**config.mk**
```make
export PLATFORM = sky130hd
export DESIGN_NAME = button_conditioner
export DESIGN_NICKNAME = d
export VERILOG_FILES = /design/src/rtl/button_conditioner.sv
export SDC_FILE = /design/constraint.sdc
export NUM_CORES = 1
export LEC_CHECK = 0
export ABC_AREA = 1
export BUFFER_PORTS_ARGS = -buffer_cell sky130_fd_sc_hd__buf_2
export CAP_MARGIN = 40
export CORE_MARGIN = 4
export CORE_UTILIZATION = 50
export DETAILED_ROUTE_END_ITERATION = 8
export PLACE_DENSITY = 0.74
export SYNTH_ARGS = -nofsm -noshare
export SYNTH_HDL_FRONTEND = slang
export SYNTH_SLANG_ARGS = --single-unit
```
**constraint.sdc**
```tcl
create_clock -name clk -period 4.6 [get_ports clk]
set_input_delay 0.69 -clock clk [delete_from_list [all_inputs] [get_ports clk]]
set_output_delay 0.69 -clock clk [all_outputs]
set_load 0.01 [all_outputs]
```
**src/rtl/button_conditioner.sv**
```systemverilog
// Multi-channel push-button conditioner: 2-FF synchroniser, sampled debounce,
// and per-channel press/release/long-press/auto-repeat pulse generation.
module button_conditioner #(
  parameter int CH           = 3,
  parameter int DB_LEN       = 4,
  parameter int SAMPLE_DIV   = 1,
  parameter int HOLD_TICKS   = 50_000_000,
  parameter int REPEAT_TICKS = 10_000_000
) (
  input  logic          clk,
  input  logic          rst_n,
  input  logic [CH-1:0] btn_in,
  input  logic [CH-1:0] repeat_en,
  output logic [CH-1:0] level,
  output logic [CH-1:0] press,
  output logic [CH-1:0] release_pulse,  // "release" and "repeat" are reserved words
  output logic [CH-1:0] long_press,
  output logic [CH-1:0] repeat_pulse,
  output logic          any_press
);

  localparam int PW   = (SAMPLE_DIV > 1) ? $clog2(SAMPLE_DIV) : 1;
  localparam int MAXT = (HOLD_TICKS > REPEAT_TICKS) ? HOLD_TICKS : REPEAT_TICKS;
  localparam int CW   = $clog2(MAXT + 1);

  localparam logic [PW-1:0] PRE_LAST  = PW'(SAMPLE_DIV - 1);
  localparam logic [CW-1:0] HOLD_LAST = CW'(HOLD_TICKS - 1);
  localparam logic [CW-1:0] RPT_LAST  = CW'(REPEAT_TICKS - 1);

  typedef enum logic [1:0] {
    IDLE    = 2'd0,
    PRESSED = 2'd1,
    HELD    = 2'd2
  } state_t;

  logic [CH-1:0]     sync1_r;
  logic [CH-1:0]     sync2_r;
  logic [PW-1:0]     pre_cnt_r;
  logic              tick_s;
  logic [DB_LEN-1:0] sh_r    [CH];
  logic [CH-1:0]     rise_s;
  logic [CH-1:0]     fall_s;
  state_t            state_r [CH];
  state_t            state_s [CH];
  logic [CW-1:0]     cnt_r   [CH];
  logic [CW-1:0]     cnt_s   [CH];
  logic [CH-1:0]     long_s;
  logic [CH-1:0]     rpt_s;

  assign tick_s = (pre_cnt_r == PRE_LAST);

  for (genvar g = 0; g < CH; g++) begin : g_edge
    assign rise_s[g] = (&sh_r[g]) & ~level[g];
    assign fall_s[g] = ~(|sh_r[g]) & level[g];
  end

  // Input synchroniser, runs every clock independent of the sample tick
  always_ff @(posedge clk) begin
    if (!rst_n) begin
      sync1_r <= '0;
      sync2_r <= '0;
    end else begin
      sync1_r <= btn_in;
      sync2_r <= sync1_r;
    end
  end

  // Sample prescaler; with SAMPLE_DIV=1 the count stays 0 and tick is constant
  always_ff @(posedge clk) begin
    if (!rst_n) begin
      pre_cnt_r <= '0;
    end else if (tick_s) begin
      pre_cnt_r <= '0;
    end else begin
      pre_cnt_r <= pre_cnt_r + PW'(1'b1);
    end
  end

  // Sample shift registers, debounced level, FSM state and registered pulses
  always_ff @(posedge clk) begin
    if (!rst_n) begin
      level         <= '0;
      press         <= '0;
      release_pulse <= '0;
      long_press    <= '0;
      repeat_pulse  <= '0;
      any_press     <= 1'b0;
      for (int i = 0; i < CH; i++) begin
        sh_r[i]    <= '0;
        state_r[i] <= IDLE;
        cnt_r[i]   <= '0;
      end
    end else begin
      level         <= (level | rise_s) & ~fall_s;
      press         <= rise_s;
      release_pulse <= fall_s;
      long_press    <= long_s;
      repeat_pulse  <= rpt_s;
      any_press     <= |rise_s;
      for (int i = 0; i < CH; i++) begin
        if (tick_s) begin
          sh_r[i] <= {sh_r[i][DB_LEN-2:0], sync2_r[i]};
        end
        state_r[i] <= state_s[i];
        cnt_r[i]   <= cnt_s[i];
      end
    end
  end

  // Per-channel hold FSM; a debounced fall always wins over long/repeat pulses
  always_comb begin
    for (int i = 0; i < CH; i++) begin
      state_s[i] = state_r[i];
      cnt_s[i]   = cnt_r[i];
      long_s[i]  = 1'b0;
      rpt_s[i]   = 1'b0;
      case (state_r[i])
        IDLE: begin
          if (rise_s[i]) begin
            state_s[i] = PRESSED;
            cnt_s[i]   = '0;
          end else begin
            state_s[i] = IDLE;
          end
        end
        PRESSED: begin
          if (fall_s[i]) begin
            state_s[i] = IDLE;
            cnt_s[i]   = '0;
          end else if (tick_s) begin
            if (cnt_r[i] == HOLD_LAST) begin
              long_s[i]  = 1'b1;
              cnt_s[i]   = '0;
              state_s[i] = HELD;
            end else begin
              cnt_s[i] = cnt_r[i] + CW'(1'b1);
            end
          end else begin
            cnt_s[i] = cnt_r[i];
          end
        end
        HELD: begin
          if (fall_s[i]) begin
            state_s[i] = IDLE;
            cnt_s[i]   = '0;
          end else if (!repeat_en[i]) begin
            cnt_s[i] = '0;
          end else if (tick_s) begin
            if (cnt_r[i] == RPT_LAST) begin
              rpt_s[i] = 1'b1;
              cnt_s[i] = '0;
            end else begin
              cnt_s[i] = cnt_r[i] + CW'(1'b1);
            end
          end else begin
            cnt_s[i] = cnt_r[i];
          end
        end
        default: begin
          state_s[i] = IDLE;
          cnt_s[i]   = '0;
        end
      endcase
    end
  end

endmodule

```
# Yosys cells after proc, flatten, opt, wreduce, memory -nomap -nowiden
# Memories as Yosys holds them, arrays and structs flattened.
# Cells that the tools add are included.
# totals
mem_count	3
reg_bits	23
ramBits	96
# op_classes
n_reduce_logical	17
n_addsub	4
eq_ne	12
muxes	65
n_bitwise	34
# memory_table
name	depth	width	read_ports	rd_ports_with_merged_regs	wr	line_no	rtl
cnt_r	3	26	3	0	3	45	logic [CW-1:0] cnt_r [CH];
sh_r	3	4	3	0	3	40	logic [DB_LEN-1:0] sh_r [CH];
state_r	3	2	3	0	3	43	state_t state_r [CH];
# op_table
op	n
26-bit 2-to-1 mux	27
26-bit case mux with 3 select lines	3
26-bit by 1-bit adder with 26-bit output, second input constant	3
26-bit by 24-bit == test with 1-bit output, second input constant	3
26-bit == test, second input constant	3
2-bit 2-to-1 mux	15
4-bit OR reduction	6
2-bit case mux with 3 select lines	3
1-bit inverter	16
5-bit OR reduction	3
1-bit 2-to-1 mux	14
4-bit 2-to-1 mux	3
4-bit AND reduction	3
1-bit OR	9
1-bit bitwise AND	6
2-bit by 1-bit == test with 1-bit output, second input constant	3
2-bit == test, second input constant	3
2-bit logical NOT	3
3-bit bitwise AND	1
3-bit inverter	1
3-bit OR	1
3-bit OR reduction	1
2-bit AND reduction	1
1-bit adder, second input constant	1

# Depth between registers and ports, before layout
# An unclocked memory read counts as a cell.
# depth
depth_word	8
mapped_depth	13
ltp_nobuf	13

# Worst setup path after synthesis
# OpenSTA, ideal clock, no wires.
# synth_timing
path_type	input to register
from	input port rst_n
to	memory sh_r[0][0] (enable)
slack_ns	2.838
stages	3
setup_ns	0.332
arrival_ns	1.429
cell_sequence	buf_2 -> clkbuf_1 -> nand2_1
# synth_rtl
item	line_no	rtl
start: declaration	11	input logic rst_n,
end: declaration	40	

==> results.txt <==
outcome: completed
max_cap viols: 0
area grow syn2layout: 10.6%
VDD IR max: 384 uV
syn_nets: 1,060
final setup fails: 0
TritonCTS Buffers: 17
clock sinks: 119
EDFF count, synth: 12
Routed wire per std cell: 12.5 um
Netlist cell types: 40
commonest non-fill, non-tap cell in the layout: nand2_1
Die Ht: 125 um
vias in the first global route: 5,788
Final Wtd Congestion: 0.909
row cnt: 42
postcts setup bufs: 0
Period minus WS final: 2.31 ns
R2R Setup Slk: 2.29 ns
WS Path Type: register to register
Fin. Hold Viols: 0
crit path max fanout: 22
total I/O pin count: 24
Total Power: 0.00275 W
RSZ-0062 raised after global routing: false
TritonCTS clock tree: done
Buffers & Inverters on Critical Path: 1
initial antenna violation count: 0
Resized cells post-CTS: 0
Slew Viols, Final: 0
FF+latch count, synth: 119
worst-case clock buffer depth: 2
DP Cell Count: 1,218
crit start category: register
crit path capture type: register
Die X: 125 um
Worst path slowest cell: nand3_2
Worst Skew: 0.0100 ns
pin count of the biggest net entering global routing: 33
power per cell area: 362 nW/um^2
vias per cell: 5.04
setup slack at placement: 2.06 ns
antenna-violating nets left: 0
Overflow after GRT: 0
most used cell, CP: nand2_4
drt drc: 0
final period utilization: 50.2%
share of cells above drive strength 1: 11.5%
Ys Warns: 0
CP required: 4.91 ns
critical path's top delay family: simple AND/OR/NAND/NOR gates
First DRT Iteration DRCs: 505
Critical Path AT: 2.62 ns
post-layout net count: 1,081
antenna cells: 0
leak pwr: 2.96 nW
post-route insts no fill: 1,250
setup_tns: 0 ns
Clock transition at path regs: 0.06 ns
DP HPWL: 11,300 um
register area share after synthesis: 36.4%
Async S/R FF share, synth: 0%
Max-Slew Margin vs Limit: 63.4%
WL final: 15,700 um
Mapped Avg Cell Area: 6.60 um^2
DR pass1 iterations: 5
die area: 15,700 um^2
via total after detailed routing: 6,303
worst skew pair latency: 0.43 ns
Worst Tran Pin Value: 0.548 ns
H-Tree Depth: 4
root buffer cell: clkbuf_16
most frequent cells in the layout: nand2_1 (264), nor2_1 (179), inv_1 (144), dfxtp_1 (107), nand3_1 (89)
cell breakdown of the critical path: nor2_2 > nand4_2 > nand3_1 > nand3_2 > clkinv_2 > nand2_4 > nand2_4 > nor2_1
crit path setup slack, layout: 2.29 ns
first-pass GRT wire length: 27,000 um
Max Fclk: 433 MHz
Most used DFF post-synth: dfxtp_1
hold buffer count at CTS: 0
Syn Inst Count: 1,040
number of port buffers: 23
Netlist Area Pre-Place: 6870 um^2
Slowest Stage Delay on Critical Path: 0.45 ns
Tightest Hold Check Type: register to register
Overall Global Routing Usage: 20.8%
starting density of the core: 51.4%
Core Region: 13,300 um^2
## area by class of cell
class,instances,area (um^2)
clock buffers,17,425
clock inverters,15,118
fillers,1328,5750
inverters,149,561
multi-input cells,750,3650
flip-flops and latches,119,2500
well taps,176,220
repair buffers,24,123
## per-stage QoR
step | instance area, um^2 | hold WS (ns) | utilization [%]
after global placement | 7050 | 0.393 | 52.8
after CTS | 7590 | 0.420 | 56.9
after detailed placement | 7050 | 0.406 | 52.8
final | 7590 | 0.418 | 56.9
after global routing | 7590 | 0.446 | 56.9
after floorplan | 6870 | 0.390 | -
## routing by layer
| layer | track usage (%) | share of wire [%] | routed length, um |
|---|---|---|---|
| met1 | 27.0 | 46 | 7200 |
| met3 | 4.90 | 4.6 | 721 |
| met4 | 6.82 | 1.5 | 239 |
| met2 | 34.1 | 48 | 7510 |
| met5 | 0 | 0 | 0 |
## state kept, by name, summed over array words and instances, names as in the netlist
| signal | flops |
|---|---|
| cnt_r | 78 |
| sh_r | 12 |
| state_r | 6 |
| level | 3 |
| long_press | 3 |
| press | 3 |
| release_pulse | 3 |
| repeat_pulse | 3 |
| sync1_r | 3 |
| sync2_r | 3 |
| any_press | 1 |
| pre_cnt_r | 1 |
## cells in the mapped netlist (2+ instances only)
cell type | instances | share of area [%]
ha_1 | 12 | 2.2
nor4_1 | 6 | 0.55
nor3_1 | 19 | 1.4
xor2_1 | 24 | 3.1
nand3b_1 | 4 | 0.44
nand3_2 | 8 | 1.2
nor2_2 | 27 | 2.5
nand4_1 | 31 | 2.8
o21ai_0 | 16 | 1.2
inv_2 | 3 | 0.16
buf_4 | 5 | 0.55
nand3_1 | 89 | 6.5
dfxtp_1 | 107 | 31
nand2_4 | 5 | 0.82
edfxtp_1 | 12 | 5.2
buf_6 | 4 | 0.66
buf_2 | 7 | 0.51
a21oi_1 | 30 | 2.2
clkbuf_1 | 5 | 0.27
nand2_1 | 264 | 14
nor2_4 | 5 | 0.82
o21bai_1 | 3 | 0.33
nor2_1 | 179 | 9.8
nand2_2 | 14 | 1.3
xnor2_1 | 2 | 0.26
inv_1 | 144 | 7.9
o21ai_1 | 2 | 0.15
## kinds of logic after synthesis
kind of cell	Yosys count	share of synthesized area (%)
simple gates	657	43.4
buf+inv	171	10.4
flops	119	36.4
compound gates	54	4.19
xor+xnor	26	3.32
fa+ha+maj	12	2.19
other cells	1	0.0546
## final timing paths
| kind | startpoint | to | cells after the start |
|---|---|---|---|
| worst max-delay path | sh_r[0][5] | cnt_r[0][48] | 8 |
| worst min-delay path | sync1_r[1] | sync2_r[1] | 2 |
| worst max register to register | sh_r[0][5] | cnt_r[0][48] | 8 |
| worst min register to register | sync1_r[1] | sync2_r[1] | 2 |
## worst min-delay path: cells and delay by family (launching register included)
kind                   cells  cell delay (ns)
flip-flops                 1             0.30
buffers and inverters      1             0.04
AND/OR/NAND/NOR            1             0.05
## report_power, final
part           internal, W  switching (W)  total (W)
Sequential         0.00107      0.0000136    0.00108
Clock             0.000699       0.000528    0.00123
Combinational     0.000102       0.000336   0.000438
Total              0.00187       0.000878    0.00275
No activity file was read; power rests on OpenSTA's default activity.
